--- config.mk ---
export PLATFORM = sky130hd
export DESIGN_NAME = numlock_code_sender
export DESIGN_NICKNAME = d
export VERILOG_FILES = /design/src/rtl/numlock_code_sender.sv
export SDC_FILE = /design/constraint.sdc
export NUM_CORES = 1
export LEC_CHECK = 0
export BUFFER_PORTS_ARGS = -buffer_cell sky130_fd_sc_hd__buf_2
export CORE_MARGIN = 3
export CORE_UTILIZATION = 56
export DETAILED_ROUTE_END_ITERATION = 8
export PLACE_DENSITY = 0.78
export SLEW_MARGIN = 40
export SYNTH_ARGS = -nofsm -noshare
export SYNTH_HDL_FRONTEND = slang
export SYNTH_SLANG_ARGS = --single-unit
--- constraint.sdc ---
create_clock -name Clk -period 2.88 [get_ports Clk]
set_input_delay 0.144 -clock Clk [delete_from_list [all_inputs] [get_ports Clk]]
set_output_delay 0.144 -clock Clk [all_outputs]
set_load 0.05 [all_outputs]
--- src/rtl/numlock_code_sender.sv ---
// Serialises a CODE_LEN-bit combination as U/Z key presses into the numlock SM, then reports Unlock as Pass.
// Optional macro NUMLOCK_CODE_SENDER_RETRY_EN adds one automatic retry after a timeout and the Retried output.
module numlock_code_sender #(
    parameter int CODE_LEN    = 4,
    parameter int PRESS_CYC   = 2,
    parameter int GAP_CYC     = 2,
    parameter int TIMEOUT_CYC = 8
) (
    input  logic                Clk,
    input  logic                reset,
    input  logic                Start,
    input  logic [CODE_LEN-1:0] Code,
    input  logic                Abort,
    input  logic                Unlock,
    output logic                U,
    output logic                Z,
    output logic                Busy,
    output logic                Done,
    output logic                Pass,
    output logic [2:0]          BitIdx
`ifdef NUMLOCK_CODE_SENDER_RETRY_EN
    ,
    output logic                Retried
`endif
);

    localparam int MAX_PG  = (PRESS_CYC > GAP_CYC) ? PRESS_CYC : GAP_CYC;
    localparam int MAX_CYC = (MAX_PG > TIMEOUT_CYC) ? MAX_PG : TIMEOUT_CYC;
    localparam int CW      = $clog2(MAX_CYC + 1);

    localparam logic [CW-1:0] PRESS_LD   = CW'(PRESS_CYC - 1);
    localparam logic [CW-1:0] GAP_LD     = CW'(GAP_CYC - 1);
    localparam logic [CW-1:0] TIMEOUT_LD = CW'(TIMEOUT_CYC - 1);
    localparam logic [2:0]    LAST_IDX   = 3'(CODE_LEN - 1);

    typedef enum logic [2:0] {
        IDLE,
        PRESS,
        GAP,
        WAIT,
        DONE
    } state_e;

    state_e          state_q, state_d;
    logic [CW-1:0]   cnt_q, cnt_d;
    logic [2:0]      bit_idx_q, bit_idx_d;
    logic [7:0]      code_q, code_d;
    logic            pass_q, pass_d;
    logic            u_q, u_d;
    logic            z_q, z_d;
    logic            busy_q, busy_d;
    logic            done_q, done_d;
`ifdef NUMLOCK_CODE_SENDER_RETRY_EN
    logic            retried_q, retried_d;
    logic            retry_gap_q, retry_gap_d;
`endif

    always_comb begin
        state_d   = state_q;
        cnt_d     = cnt_q;
        bit_idx_d = bit_idx_q;
        code_d    = code_q;
        pass_d    = pass_q;
`ifdef NUMLOCK_CODE_SENDER_RETRY_EN
        retried_d   = retried_q;
        retry_gap_d = retry_gap_q;
`endif

        case (state_q)
            IDLE: begin
                if (Start) begin
                    code_d                 = '0;
                    code_d[CODE_LEN-1:0]   = Code;
                    bit_idx_d              = LAST_IDX;
                    pass_d                 = 1'b0;
                    cnt_d                  = PRESS_LD;
                    state_d                = PRESS;
`ifdef NUMLOCK_CODE_SENDER_RETRY_EN
                    retried_d   = 1'b0;
                    retry_gap_d = 1'b0;
`endif
                end
            end
            PRESS: begin
                if (cnt_q == '0) begin
                    cnt_d   = GAP_LD;
                    state_d = GAP;
                end else begin
                    cnt_d = cnt_q - CW'(1);
                end
            end
            GAP: begin
                if (cnt_q != '0) begin
                    cnt_d = cnt_q - CW'(1);
`ifdef NUMLOCK_CODE_SENDER_RETRY_EN
                end else if (retry_gap_q) begin
                    // Retry gap ends: replay the latched code from its first digit.
                    retry_gap_d = 1'b0;
                    bit_idx_d   = LAST_IDX;
                    cnt_d       = PRESS_LD;
                    state_d     = PRESS;
`endif
                end else if (bit_idx_q == '0) begin
                    cnt_d   = TIMEOUT_LD;
                    state_d = WAIT;
                end else begin
                    bit_idx_d = bit_idx_q - 3'd1;
                    cnt_d     = PRESS_LD;
                    state_d   = PRESS;
                end
            end
            WAIT: begin
                if (Unlock) begin
                    pass_d  = 1'b1;
                    cnt_d   = '0;
                    state_d = DONE;
                end else if (cnt_q != '0) begin
                    cnt_d = cnt_q - CW'(1);
`ifdef NUMLOCK_CODE_SENDER_RETRY_EN
                end else if (!retried_q) begin
                    retried_d   = 1'b1;
                    retry_gap_d = 1'b1;
                    cnt_d       = GAP_LD;
                    state_d     = GAP;
`endif
                end else begin
                    pass_d  = 1'b0;
                    cnt_d   = '0;
                    state_d = DONE;
                end
            end
            DONE: begin
                cnt_d   = '0;
                state_d = IDLE;
            end
            default: begin
                cnt_d   = '0;
                state_d = IDLE;
            end
        endcase

        // Abort overrides whatever the active state decided, including a same-cycle Unlock.
        if (Abort && (state_q == PRESS || state_q == GAP || state_q == WAIT)) begin
            state_d = IDLE;
            pass_d  = 1'b0;
            cnt_d   = '0;
`ifdef NUMLOCK_CODE_SENDER_RETRY_EN
            retry_gap_d = 1'b0;
`endif
        end

        u_d    = (state_d == PRESS) &&  code_d[bit_idx_d];
        z_d    = (state_d == PRESS) && !code_d[bit_idx_d];
        busy_d = (state_d == PRESS) || (state_d == GAP) || (state_d == WAIT);
        done_d = (state_d == DONE);
    end

    always_ff @(posedge Clk) begin
        if (reset) begin
            state_q   <= IDLE;
            cnt_q     <= '0;
            bit_idx_q <= '0;
            code_q    <= '0;
            pass_q    <= 1'b0;
            u_q       <= 1'b0;
            z_q       <= 1'b0;
            busy_q    <= 1'b0;
            done_q    <= 1'b0;
`ifdef NUMLOCK_CODE_SENDER_RETRY_EN
            retried_q   <= 1'b0;
            retry_gap_q <= 1'b0;
`endif
        end else begin
            state_q   <= state_d;
            cnt_q     <= cnt_d;
            bit_idx_q <= bit_idx_d;
            code_q    <= code_d;
            pass_q    <= pass_d;
            u_q       <= u_d;
            z_q       <= z_d;
            busy_q    <= busy_d;
            done_q    <= done_d;
`ifdef NUMLOCK_CODE_SENDER_RETRY_EN
            retried_q   <= retried_d;
            retry_gap_q <= retry_gap_d;
`endif
        end
    end

    assign U      = u_q;
    assign Z      = z_q;
    assign Busy   = busy_q;
    assign Done   = done_q;
    assign Pass   = pass_q;
    assign BitIdx = bit_idx_q;
`ifdef NUMLOCK_CODE_SENDER_RETRY_EN
    assign Retried = retried_q;
`endif

endmodule

==> results.sh <==
export IMPL_min_path_type="in -> reg"
export IMPL_setup_violations=0
export IMPL_drt_iter0_drc=27
export IMPL_grt_antenna_before_repair=0
export IMPL_cp_cell_sequence="inv_1, ha_1, and2b_4, nor3_4, xnor2_1, mux2i_1, a211o_1, and4b_1"
export IMPL_worstSetupEndpointType="flip-flop"
export IMPL_ios=17
export IMPL_power_per_cell_area_nw_per_um2=739
export IMPL_cp_slowest_cell="dfxtp_1"
export IMPL_grt_pass1_vias=1129
export IMPL_cts_buffers=3
export IMPL_yosysUniqueCellTypes=47
export IMPL_clock_path_buffers=2
export IMPL_crit_required_ns=3.10
export IMPL_clock_sinks=23
export IMPL_maxSlewHeadroom_pct=66.4
export IMPL_seq_area_um2=460
export IMPL_final_max_slew_viol_count=0
export IMPL_synth_seq_cells=23
export IMPL_wirelength_um=2790
export IMPL_core_area_um2=2060
export IMPL_yosysSeqAreaShare_pct=36.0
export IMPL_arrival_ns=2.50
export IMPL_outcome="completed"
export IMPL_min_period_ns=2.28
export IMPL_setup_ws_ns=0.600
export IMPL_final_cell_area_um2=1390
export IMPL_die_area_um2=2890
export IMPL_routed_via_count=1160
export IMPL_wire_per_inst_um=14.7
export IMPL_grt_start_max_net_pins=15
export IMPL_grt_overflow_total=0
export IMPL_syn_avg_cell_area_um2=8.52
export IMPL_viasPerCell=6.11
export IMPL_first_pass_iters=4
export IMPL_dp_hpwl_um=2030
export IMPL_hold_buffers=0
export IMPL_fin_hold_ws_ns=0.0583
export IMPL_nFillCells=193
export IMPL_ant_nets=0
export IMPL_path_class="reg -> reg"
export IMPL_cts_setup_buffers=0
export IMPL_dp_worst_setup_slack_ns=0.635
export IMPL_dieHeight_um=53.8
export IMPL_yosys_most_used_dff="dfxtp_1"
export IMPL_p_leak_nw=0.561
export IMPL_period_share_pct=79.2
export IMPL_place_gp_congestion=0.843
export IMPL_multi_input_area_um2=766
export IMPL_finalHoldViolations=0
export IMPL_grt_pass1_wl_um=4670
export IMPL_antenna_cells=0
export IMPL_fmax_mhz=439
export IMPL_cts_tree="built"
export IMPL_root_buffer="clkbuf_4"
export IMPL_critPathMaxStageDelay_ns=0.58
export IMPL_synth_edf_count=0
export IMPL_fin_setup_tns_ns=0
export IMPL_post_cts_resized=0
export IMPL_rsz0062_at_grt="no"
export IMPL_async_flop_share_pct=0
export IMPL_nets=177
export IMPL_h_tree_depth=1
export IMPL_io_buffers=16
export IMPL_clk_transition_reported_paths_ns=0.12
export IMPL_yosysWarnings=0
export IMPL_syn_inst=150
export IMPL_ir_drop_mv=0.394
export IMPL_cp_max_fo=14
export IMPL_dp_cells=186
export IMPL_rows=16
export IMPL_syn_area_um2=1280
export IMPL_areaGrowthSynthToFinish_pct=8.41
export IMPL_start_kind="flip-flop"
export IMPL_worst_slew_pin_slew_ns=0.500
export IMPL_placed_area_um2=1350
export IMPL_max_cap_violations=0
export IMPL_finalNonFillerCells=190
export IMPL_worstSkewPairLatency_ns=0.31
export IMPL_drive_gt1_share_pct=17.8
export IMPL_rr_worst_depth=8
export IMPL_skew_ns=0.00193
export IMPL_start_util_pct=62.0
export IMPL_drcViolationCount=0
export IMPL_hold_depth=3
export IMPL_grt_usage_pct=22.1
export IMPL_syn_nets=163
export IMPL_die_w_um=53.8
-- cells by family (layout without fill, tap and decap cells) --
group	after synthesis	after routing	share of synthesized area (%)
AND/OR/NAND/NOR	70	70	31.4
AO/OA/AOI/OAI	37	37	21.0
flip-flops	23	23	36.0
buffers and inverters	12	25	4.60
adder cells (fa/ha/maj)	4	4	3.91
multiplexers	3	3	2.35
XOR/XNOR	1	1	0.685
-- where the power goes --
group	switching, mW	internal (mW)	total (mW)	leakage [nW]
sequential	0.0557	0.361	0.417	0.188
clock	0.0963	0.0519	0.148	0.0177
combinational	0.294	0.166	0.460	0.356
total	0.446	0.579	1.02	0.561
-- metrics by stage --
stage               power, mW  util [%]
floorplan               0.800         -
global placement        0.860      65.6
detailed placement      0.873      65.6
CTS                      1.02      66.9
global route             1.10      67.2
finish                   1.02      67.2
-- worst paths after layout --
path                             start  slack, ns                   end
hold / removal                 Code[2]       0.06  code_q[2]$_SDFF_PP0_
setup / recovery  BitIdx[0]$_SDFF_PP0_       0.60          Z$_SDFF_PP0_
hold reg to reg   code_q[4]$_SDFF_PP0_       0.48  code_q[4]$_SDFF_PP0_
setup reg to reg  BitIdx[0]$_SDFF_PP0_       0.60          Z$_SDFF_PP0_
-- cell type report --
cell class              count  area share, %
well taps                  27           2.44
clock inverters             1          0.361
multi-input cells         115           55.2
inverters                   5           1.35
flip-flops and latches     23           33.2
clock buffers               3           1.62
repair buffers             16           5.78
-- synth_stat cells (2+ instances only) --
master	number	area, um2
a32oi_1	3	26.3
buf_2	5	25.0
nand3_1	3	15.0
o31ai_1	2	15.0
nand3b_1	2	15.0
a31oi_1	4	25.0
nor3_1	3	15.0
dfxtp_1	23	460
ha_1	4	50.1
a211oi_1	2	15.0
and2_1	5	31.3
nor2b_1	3	18.8
nand2b_1	7	43.8
inv_1	5	18.8
a22oi_1	3	22.5
nor4_1	4	25.0
nand2_1	18	67.6
o211ai_1	2	15.0
a21oi_1	10	50.1
nor2_1	13	48.8
mux2i_1	3	30.0
-- routing by layer --
metal  GRT usage [%]  part of all wire (%)  vias up
met4            12.8                   2.5        0
met5               0                     0        -
li1                -                     -      573
met3            3.60                   4.8        8
met1            28.0                    43      552
met2            35.3                    49       27
-- layout by cell type (no fill, tap or decap), types with 2 or more instances in the layout --
cell and n:
o31ai_1 2, nand3b_1 2, o211ai_1 2, nor3_1 3, and2_1 5, dfxtp_1 23, nor4_1 3, nor2_1 13
nand2b_1 7, a22oi_1 3, a31oi_1 4, inv_1 5, a32oi_1 3, nand3_1 3, a211oi_1 2, nor2b_1 3
ha_1 4, buf_2 16, mux2i_1 3, clkbuf_4 3, nand2_1 18, a21oi_1 10
-- registers in the layout (all words and copies together), names as in the netlist --
register  cells
Pass          1
BitIdx        3
U             1
Done          1
Z             1
code_q        8
cnt_q         4
state_q       3
Busy          1
-- critical path: cells and delay by family, from the launching register on --
| family | cells | cell delay (ns) |
|---|---|---|
| AO/OA/AOI/OAI | 1 | 0.31 |
| AND/OR/NAND/NOR | 3 | 0.61 |
| XOR/XNOR | 1 | 0.20 |
| multiplexers | 1 | 0.11 |
| buffers and inverters | 1 | 0.12 |
| adder cells (fa/ha/maj) | 1 | 0.25 |
| flip-flops | 1 | 0.58 |
Power figures use the tool's default switching activity.
